<file path="src/rtl/gray_sweep_pkg.sv">
// rtl/gray_sweep_pkg.sv - shared types and Gray-code helpers for the sweep controller
package gray_sweep_pkg;

    typedef enum logic {
        ST_IDLE,
        ST_RUN
    } state_t;

    // Helpers operate on a 32-bit container; callers zero-extend WIDTH-bit codes.
    localparam int CODE_W_MAX = 32;

    function automatic logic [CODE_W_MAX-1:0] bin2gray(input logic [CODE_W_MAX-1:0] b);
        return b ^ (b >> 1);
    endfunction

    function automatic int unsigned popcount(input logic [CODE_W_MAX-1:0] v);
        int unsigned n;
        n = 0;
        for (int i = 0; i < CODE_W_MAX; i++) begin
            n += 32'(v[i]);
        end
        return n;
    endfunction

endpackage

</file>
<file path="src/rtl/gray_adj_check.sv">
// rtl/gray_adj_check.sv - sticky checker for Gray mapping and single-bit adjacency
module gray_adj_check
    import gray_sweep_pkg::*;
#(
    parameter int WIDTH = 4
) (
    input  logic             clk,
    input  logic             rst,
    input  logic             clr,
    input  logic             chk_en,
    input  logic [WIDTH-1:0] b,
    input  logic [WIDTH-1:0] g_new,
    input  logic [WIDTH-1:0] g_prev,
    input  logic             first,
    output logic             err
);

    logic [CODE_W_MAX-1:0] b_ext;
    logic [CODE_W_MAX-1:0] g_new_ext;
    logic [CODE_W_MAX-1:0] g_prev_ext;
    logic                  map_bad;
    logic                  adj_bad;

    assign b_ext      = CODE_W_MAX'(b);
    assign g_new_ext  = CODE_W_MAX'(g_new);
    assign g_prev_ext = CODE_W_MAX'(g_prev);

    // The converter must produce b ^ (b>>1); consecutive results must differ in exactly one bit.
    assign map_bad = (bin2gray(b_ext) != g_new_ext);
    assign adj_bad = (popcount(g_new_ext ^ g_prev_ext) != 1);

    // Sticky error: set by any failing emit, cleared only by reset or an accepted start.
    always_ff @(posedge clk) begin
        if (rst || clr) begin
            err <= 1'b0;
        end else if (chk_en && (map_bad || (!first && adj_bad))) begin
            err <= 1'b1;
        end
    end

endmodule

</file>
<file path="src/rtl/gray_sweep_ctrl.sv">
// rtl/gray_sweep_ctrl.sv - sweeps a binary code range through an external Gray converter
module gray_sweep_ctrl
    import gray_sweep_pkg::*;
#(
    parameter int WIDTH   = 4,
    parameter int DWELL_W = 8
) (
    input  logic               clk,
    input  logic               rst,
    input  logic               start,
    input  logic               abort,
    input  logic               step_mode,
    input  logic               step,
    input  logic [DWELL_W-1:0] dwell,
    input  logic [WIDTH-1:0]   start_val,
    input  logic [WIDTH-1:0]   end_val,
    output logic [WIDTH-1:0]   b_out,
    input  logic [WIDTH-1:0]   g_in,
    output logic [WIDTH-1:0]   g_out,
    output logic               g_valid,
    output logic               busy,
    output logic               done,
    output logic               err
);

    state_t             state;
    logic [DWELL_W-1:0] dwell_cnt;
    logic [DWELL_W-1:0] lat_dwell;
    logic [WIDTH-1:0]   lat_end;
    logic               lat_step_mode;
    logic               first;

    logic               emit;
    logic               run_emit;
    logic               accept_start;

    // Step mode advances on request; auto mode advances once the dwell count is reached.
    assign emit         = lat_step_mode ? step : (dwell_cnt == lat_dwell);
    assign run_emit     = (state == ST_RUN) && !abort && emit;
    assign accept_start = (state == ST_IDLE) && start;

    // Controller FSM with dwell counter, code counter and registered outputs.
    always_ff @(posedge clk) begin
        if (rst) begin
            state         <= ST_IDLE;
            b_out         <= '0;
            g_out         <= '0;
            dwell_cnt     <= '0;
            lat_dwell     <= '0;
            lat_end       <= '0;
            lat_step_mode <= 1'b0;
            first         <= 1'b0;
            g_valid       <= 1'b0;
            busy          <= 1'b0;
            done          <= 1'b0;
        end else begin
            g_valid <= 1'b0;
            done    <= 1'b0;
            case (state)
                ST_IDLE: begin
                    if (start) begin
                        lat_dwell     <= dwell;
                        lat_end       <= end_val;
                        lat_step_mode <= step_mode;
                        b_out         <= start_val;
                        dwell_cnt     <= '0;
                        first         <= 1'b1;
                        busy          <= 1'b1;
                        state         <= ST_RUN;
                    end
                end
                ST_RUN: begin
                    if (abort) begin
                        // Abort wins over any emit; g_out keeps the last result.
                        busy  <= 1'b0;
                        state <= ST_IDLE;
                    end else if (emit) begin
                        g_out     <= g_in;
                        g_valid   <= 1'b1;
                        dwell_cnt <= '0;
                        first     <= 1'b0;
                        b_out     <= b_out + WIDTH'(1);
                        if (b_out == lat_end) begin
                            done  <= 1'b1;
                            busy  <= 1'b0;
                            state <= ST_IDLE;
                        end
                    end else if (!lat_step_mode) begin
                        dwell_cnt <= dwell_cnt + DWELL_W'(1);
                    end
                end
                default: state <= ST_IDLE;
            endcase
        end
    end

    gray_adj_check #(
        .WIDTH (WIDTH)
    ) u_check (
        .clk    (clk),
        .rst    (rst),
        .clr    (accept_start),
        .chk_en (run_emit),
        .b      (b_out),
        .g_new  (g_in),
        .g_prev (g_out),
        .first  (first),
        .err    (err)
    );

endmodule

</file>
<file path="config.mk">
export PLATFORM = sky130hd
export DESIGN_NAME = gray_sweep_ctrl
export DESIGN_NICKNAME = d
export VERILOG_FILES = /design/src/rtl/gray_sweep_pkg.sv /design/src/rtl/gray_adj_check.sv /design/src/rtl/gray_sweep_ctrl.sv
export SDC_FILE = /design/constraint.sdc
export NUM_CORES = 1
export LEC_CHECK = 0
export BUFFER_PORTS_ARGS = -buffer_cell sky130_fd_sc_hd__buf_4
export CAP_MARGIN = 30
export CELL_PAD_IN_SITES_DETAIL_PLACEMENT = 1
export CELL_PAD_IN_SITES_GLOBAL_PLACEMENT = 1
export CORE_ASPECT_RATIO = 1.5
export CORE_UTILIZATION = 43
export DETAILED_ROUTE_END_ITERATION = 10
export MAX_ROUTING_LAYER = met4
export PLACE_DENSITY = 0.94
export SLEW_MARGIN = 20
export SYNTH_ARGS = -nofsm -noshare
export SYNTH_HDL_FRONTEND = slang
export SYNTH_SLANG_ARGS = --single-unit
</file>
<file path="constraint.sdc">
create_clock -name clk -period 3.46 [get_ports clk]
set_input_delay 0.173 -clock clk [delete_from_list [all_inputs] [get_ports clk]]
set_output_delay 0.173 -clock clk [all_outputs]
set_load 0.05 [all_outputs]
</file>
==> run_results.csv <==
group,metric,value,unit
clock_tree,cts_sinks,35,
sta,tightestPinTransition,0.763,ns
worst_setup_path,worstPathMaxFanout,3,
power,comb_power_share,24.0,%
yosys,synth-simple-area-share,23.8,%
worst_hold_path,min_from,"dwell[1]",
worst_setup_path,reg2reg_depth,8,
sta,post-route-period-util,68.4,%
global_route,track_usage,23.2,%
drt,drt_iter0_drc,89,
floorplanning,pin_count,38,
floorplanning,die_h,82.4,um
clock_tree,clock_path_buffers,2,
yosys,ys_types,43,
worst_setup_path,max_stage_delay,0.40,ns
sta,grt_setup_unrepaired,"false",
yosys,synth_top_family_by_area,"simple AND/OR/NAND/NOR gates",
yosys,synth_compound_area_share,20.1,%
sta,setup_viol,0,
yosys,synth_fa_ha_area_share,4.45,%
cells_and_area,drive_gt1_share,19.1,%
cells_and_area,multi_input_area,1090,sq um
clock_tree,clock-root-buffer,"clkbuf_8",
power,p_clk_share,29.7,%
floorplanning,rows,28,
clock_tree,cts_tree,"built",
place,place_hpwl,3.51,mm
sta,fmax,423,MHz
yosys,async_flop_share,0,%
sta,slew_viol_final,0,
global_route,grt_antenna_before_repair,0,
flow_run,drv_cap,0,
yosys,postSynthCellCount,222,
drt,via_per_inst,5.65,
worst_hold_path,worst_hold_path.endpoint,"lat_dwell[1]",
floorplanning,coreArea,4030,sq um
cells_and_area,diodes,0,
worst_setup_path,worstReg2RegEnd,"u_check.err",
yosys,synth_ff_type,"dfxtp_1",
status,status,"finished clean",
floorplanning,die-area,4580,sq um
power,power.leakage,0.924,nW
worst_setup_path,reg2reg_slack,1.09,ns
yosys,synth_xor_area_share,8.97,%
yosys,synth_area,1850,sq um
yosys,syn_area_per_cell,8.35,sq um
worst_setup_path,crit_top_cell,"ha_1",
floorplanning,initial_core_util,46.0,%
clock_tree,cts_hold_buffers,0,
sta,whs,0.127,ns
drt,drcViolationCount,0,
global_route,grt_pass1_vias,1736,
worst_setup_path,cp_slowest_cell,"fa_1",
drt,wl_per_cell,15.9,um
yosys,synth_seq_area_share,37.8,%
sta,hold_viol,0,
drt,routed_wirelength,4.79,mm
cells_and_area,layout_common_cells,"nand2_1 (38), buf_4 (38), dfxtp_1 (35)",
clock_tree,post_cts_resize_count,0,
drt,drt_first_pass_iters,4,
power,seqPwrFrac,46.3,%
worst_setup_path,startpoint_type,"flip-flop",
yosys,muxShareOfSynthArea,1.62,%
power,p_switching,0.316,mW
clock_tree,cts_buffers,5,
worst_setup_path,cp-end-kind,"flip-flop",
global_route,grt_pass1_wl,7.89,mm
yosys,synth_edf_count,0,
cells_and_area,syn_to_final_growth,20.5,%
drt,antenna_left,0,
power,power.internal,0.658,mW
worst_hold_path,whs_path_depth,3,
worst_setup_path,regToRegStartpoint,"g_out[0]",
sta,fin_setup_tns,0,ns
clock_tree,cts.clk_slew.worst_paths,0.07,ns
yosys,ys_seq_elements,35,
place,place.gp.congestion,0.846,
yosys,syn_nets,254,
global_route,grt_max_degree,39,
clock_tree,clk_latency,0.29,ns
worst_setup_path,crit_type,"flip-flop to flip-flop",
power,power_density,436,nW/um^2
worst_setup_path,crit_arrival,2.54,ns
power,peakVddDrop,0.301,mV
place,io_buffer_count,37,
sta,period_minus_slack,2.37,ns
sta,fin_skew,0.00519,ns
cells_and_area,regArea,701,sq um
global_route,overflow,0,
cells_and_area,fin_nets,288,
worst_setup_path,required,3.63,ns
worst_hold_path,hold_path.class,"primary input to flip-flop",
drt,dr_total_vias,1707,
sta,maxSlewHeadroom,48.9,%
cells_and_area,fillers,522,
clock_tree,cts_setup_buffers,0,
clock_tree,h-tree-depth,2,
floorplanning,die_x,55.6,um
worst_setup_path,cp_cell_sequence,"xor2_1 > ha_1 > fa_1 > ha_1 > nor3b_1 > o221ai_1 > a21oi_1 > a2111oi_4",
power,switching_share,32.4,%
yosys,yosys_warnings,0,
## synth_stat cells, types with 2 or more instances
| cell type | n | share of area, % |
|---|---|---|
| nand2_1 | 38 | 7.7 |
| dfxtp_1 | 35 | 38 |
| a21oi_1 | 20 | 5.4 |
| xor2_1 | 14 | 6.6 |
| nor2_1 | 12 | 2.4 |
| nor2b_1 | 9 | 3.0 |
| clkbuf_1 | 8 | 1.6 |
| o21ai_0 | 8 | 2.2 |
| o31ai_1 | 7 | 2.8 |
| nand2b_1 | 6 | 2.0 |
| nand3_1 | 6 | 1.6 |
| ha_1 | 5 | 3.4 |
| inv_1 | 5 | 1.0 |
| o21ai_1 | 5 | 1.3 |
| xnor2_1 | 5 | 2.4 |
| a31oi_1 | 4 | 1.3 |
| nor3_1 | 4 | 1.1 |
| mux2i_1 | 3 | 1.6 |
| a211oi_1 | 2 | 0.81 |
| and3_1 | 2 | 0.67 |
| buf_1 | 2 | 0.41 |
## worst max-delay path, delay by kind of cell (launching register included)
kind,cells,cell delay [ns]
adder cells (fa/ha/maj),3,1.01
AO/OA/AOI/OAI,3,0.49
flip-flops,1,0.33
AND/OR/NAND/NOR,1,0.24
XOR/XNOR,1,0.17
## logic make-up (layout without fill, tap and decap cells)
logic type / Yosys count / in the layout
compound gates: 56 / 56
xor+xnor: 19 / 19
fa+ha+maj: 6 / 6
buf+inv: 16 / 51
flops: 35 / 35
mux: 3 / 3
simple gates: 87 / 87
## worst max path at each step
stage	startpoint	endpoint	slack (ns)	cells after the start
after floorplan	g_out[0]	u_check.err	1.03	8
after global placement	g_out[0]	u_check.err	1.28	8
after detailed placement	g_out[0]	u_check.err	1.18	8
after CTS	g_out[0]	u_check.err	1.12	8
after global routing	g_out[0]	u_check.err	1.03	8
final	g_out[0]	u_check.err	1.09	8
## registers in the layout (all words and copies together), names as in the netlist
register,flops
dwell_cnt,8
lat_dwell,8
b_out,4
g_out,4
lat_end,4
busy,1
done,1
first,1
g_valid,1
lat_step_mode,1
state,1
u_check.err,1
## power by group through the flow
stage	clock network, mW	registers [mW]	logic [mW]
2_1_floorplan	0	0.478	0.136
3_3_place_gp	0	0.459	0.225
3_5_place_dp	0	0.461	0.232
4_1_cts	0.295	0.451	0.235
5_1_grt	0.309	0.455	0.255
6_report	0.289	0.451	0.234
## layout make-up
| cell class | count | area share (%) |
|---|---|---|
| multi-input cells | 171 | 48.9 |
| flip-flops and latches | 35 | 31.4 |
| repair buffers | 38 | 12.8 |
| clock buffers | 7 | 3.42 |
| well taps | 45 | 2.52 |
| inverters | 5 | 0.840 |
| clock inverters | 1 | 0.224 |
## layer usage
metal / wire length [um] / global-route usage [%] / up-vias
met2: 2640 / 45.1 / 31
met3: 130 / 3.89 / 7
met1: 1940 / 23.1 / 828
met5: 0 / - / -
li1: - / - / 841
met4: 72 / 9.00 / 0
## per-stage QoR
stage,power [mW],worst slack (ns),utilization (%),cell area [sq um],cells
after floorplan,0.613,1.03,-,1850,222
after global placement,0.684,1.28,53.4,2150,294
after detailed placement,0.693,1.18,53.4,2150,294
after CTS,0.981,1.12,55.5,2230,302
after global routing,1.02,1.03,55.5,2230,302
final,0.974,1.09,55.5,2230,302
Note: power is estimated with default switching activity, not from simulation.
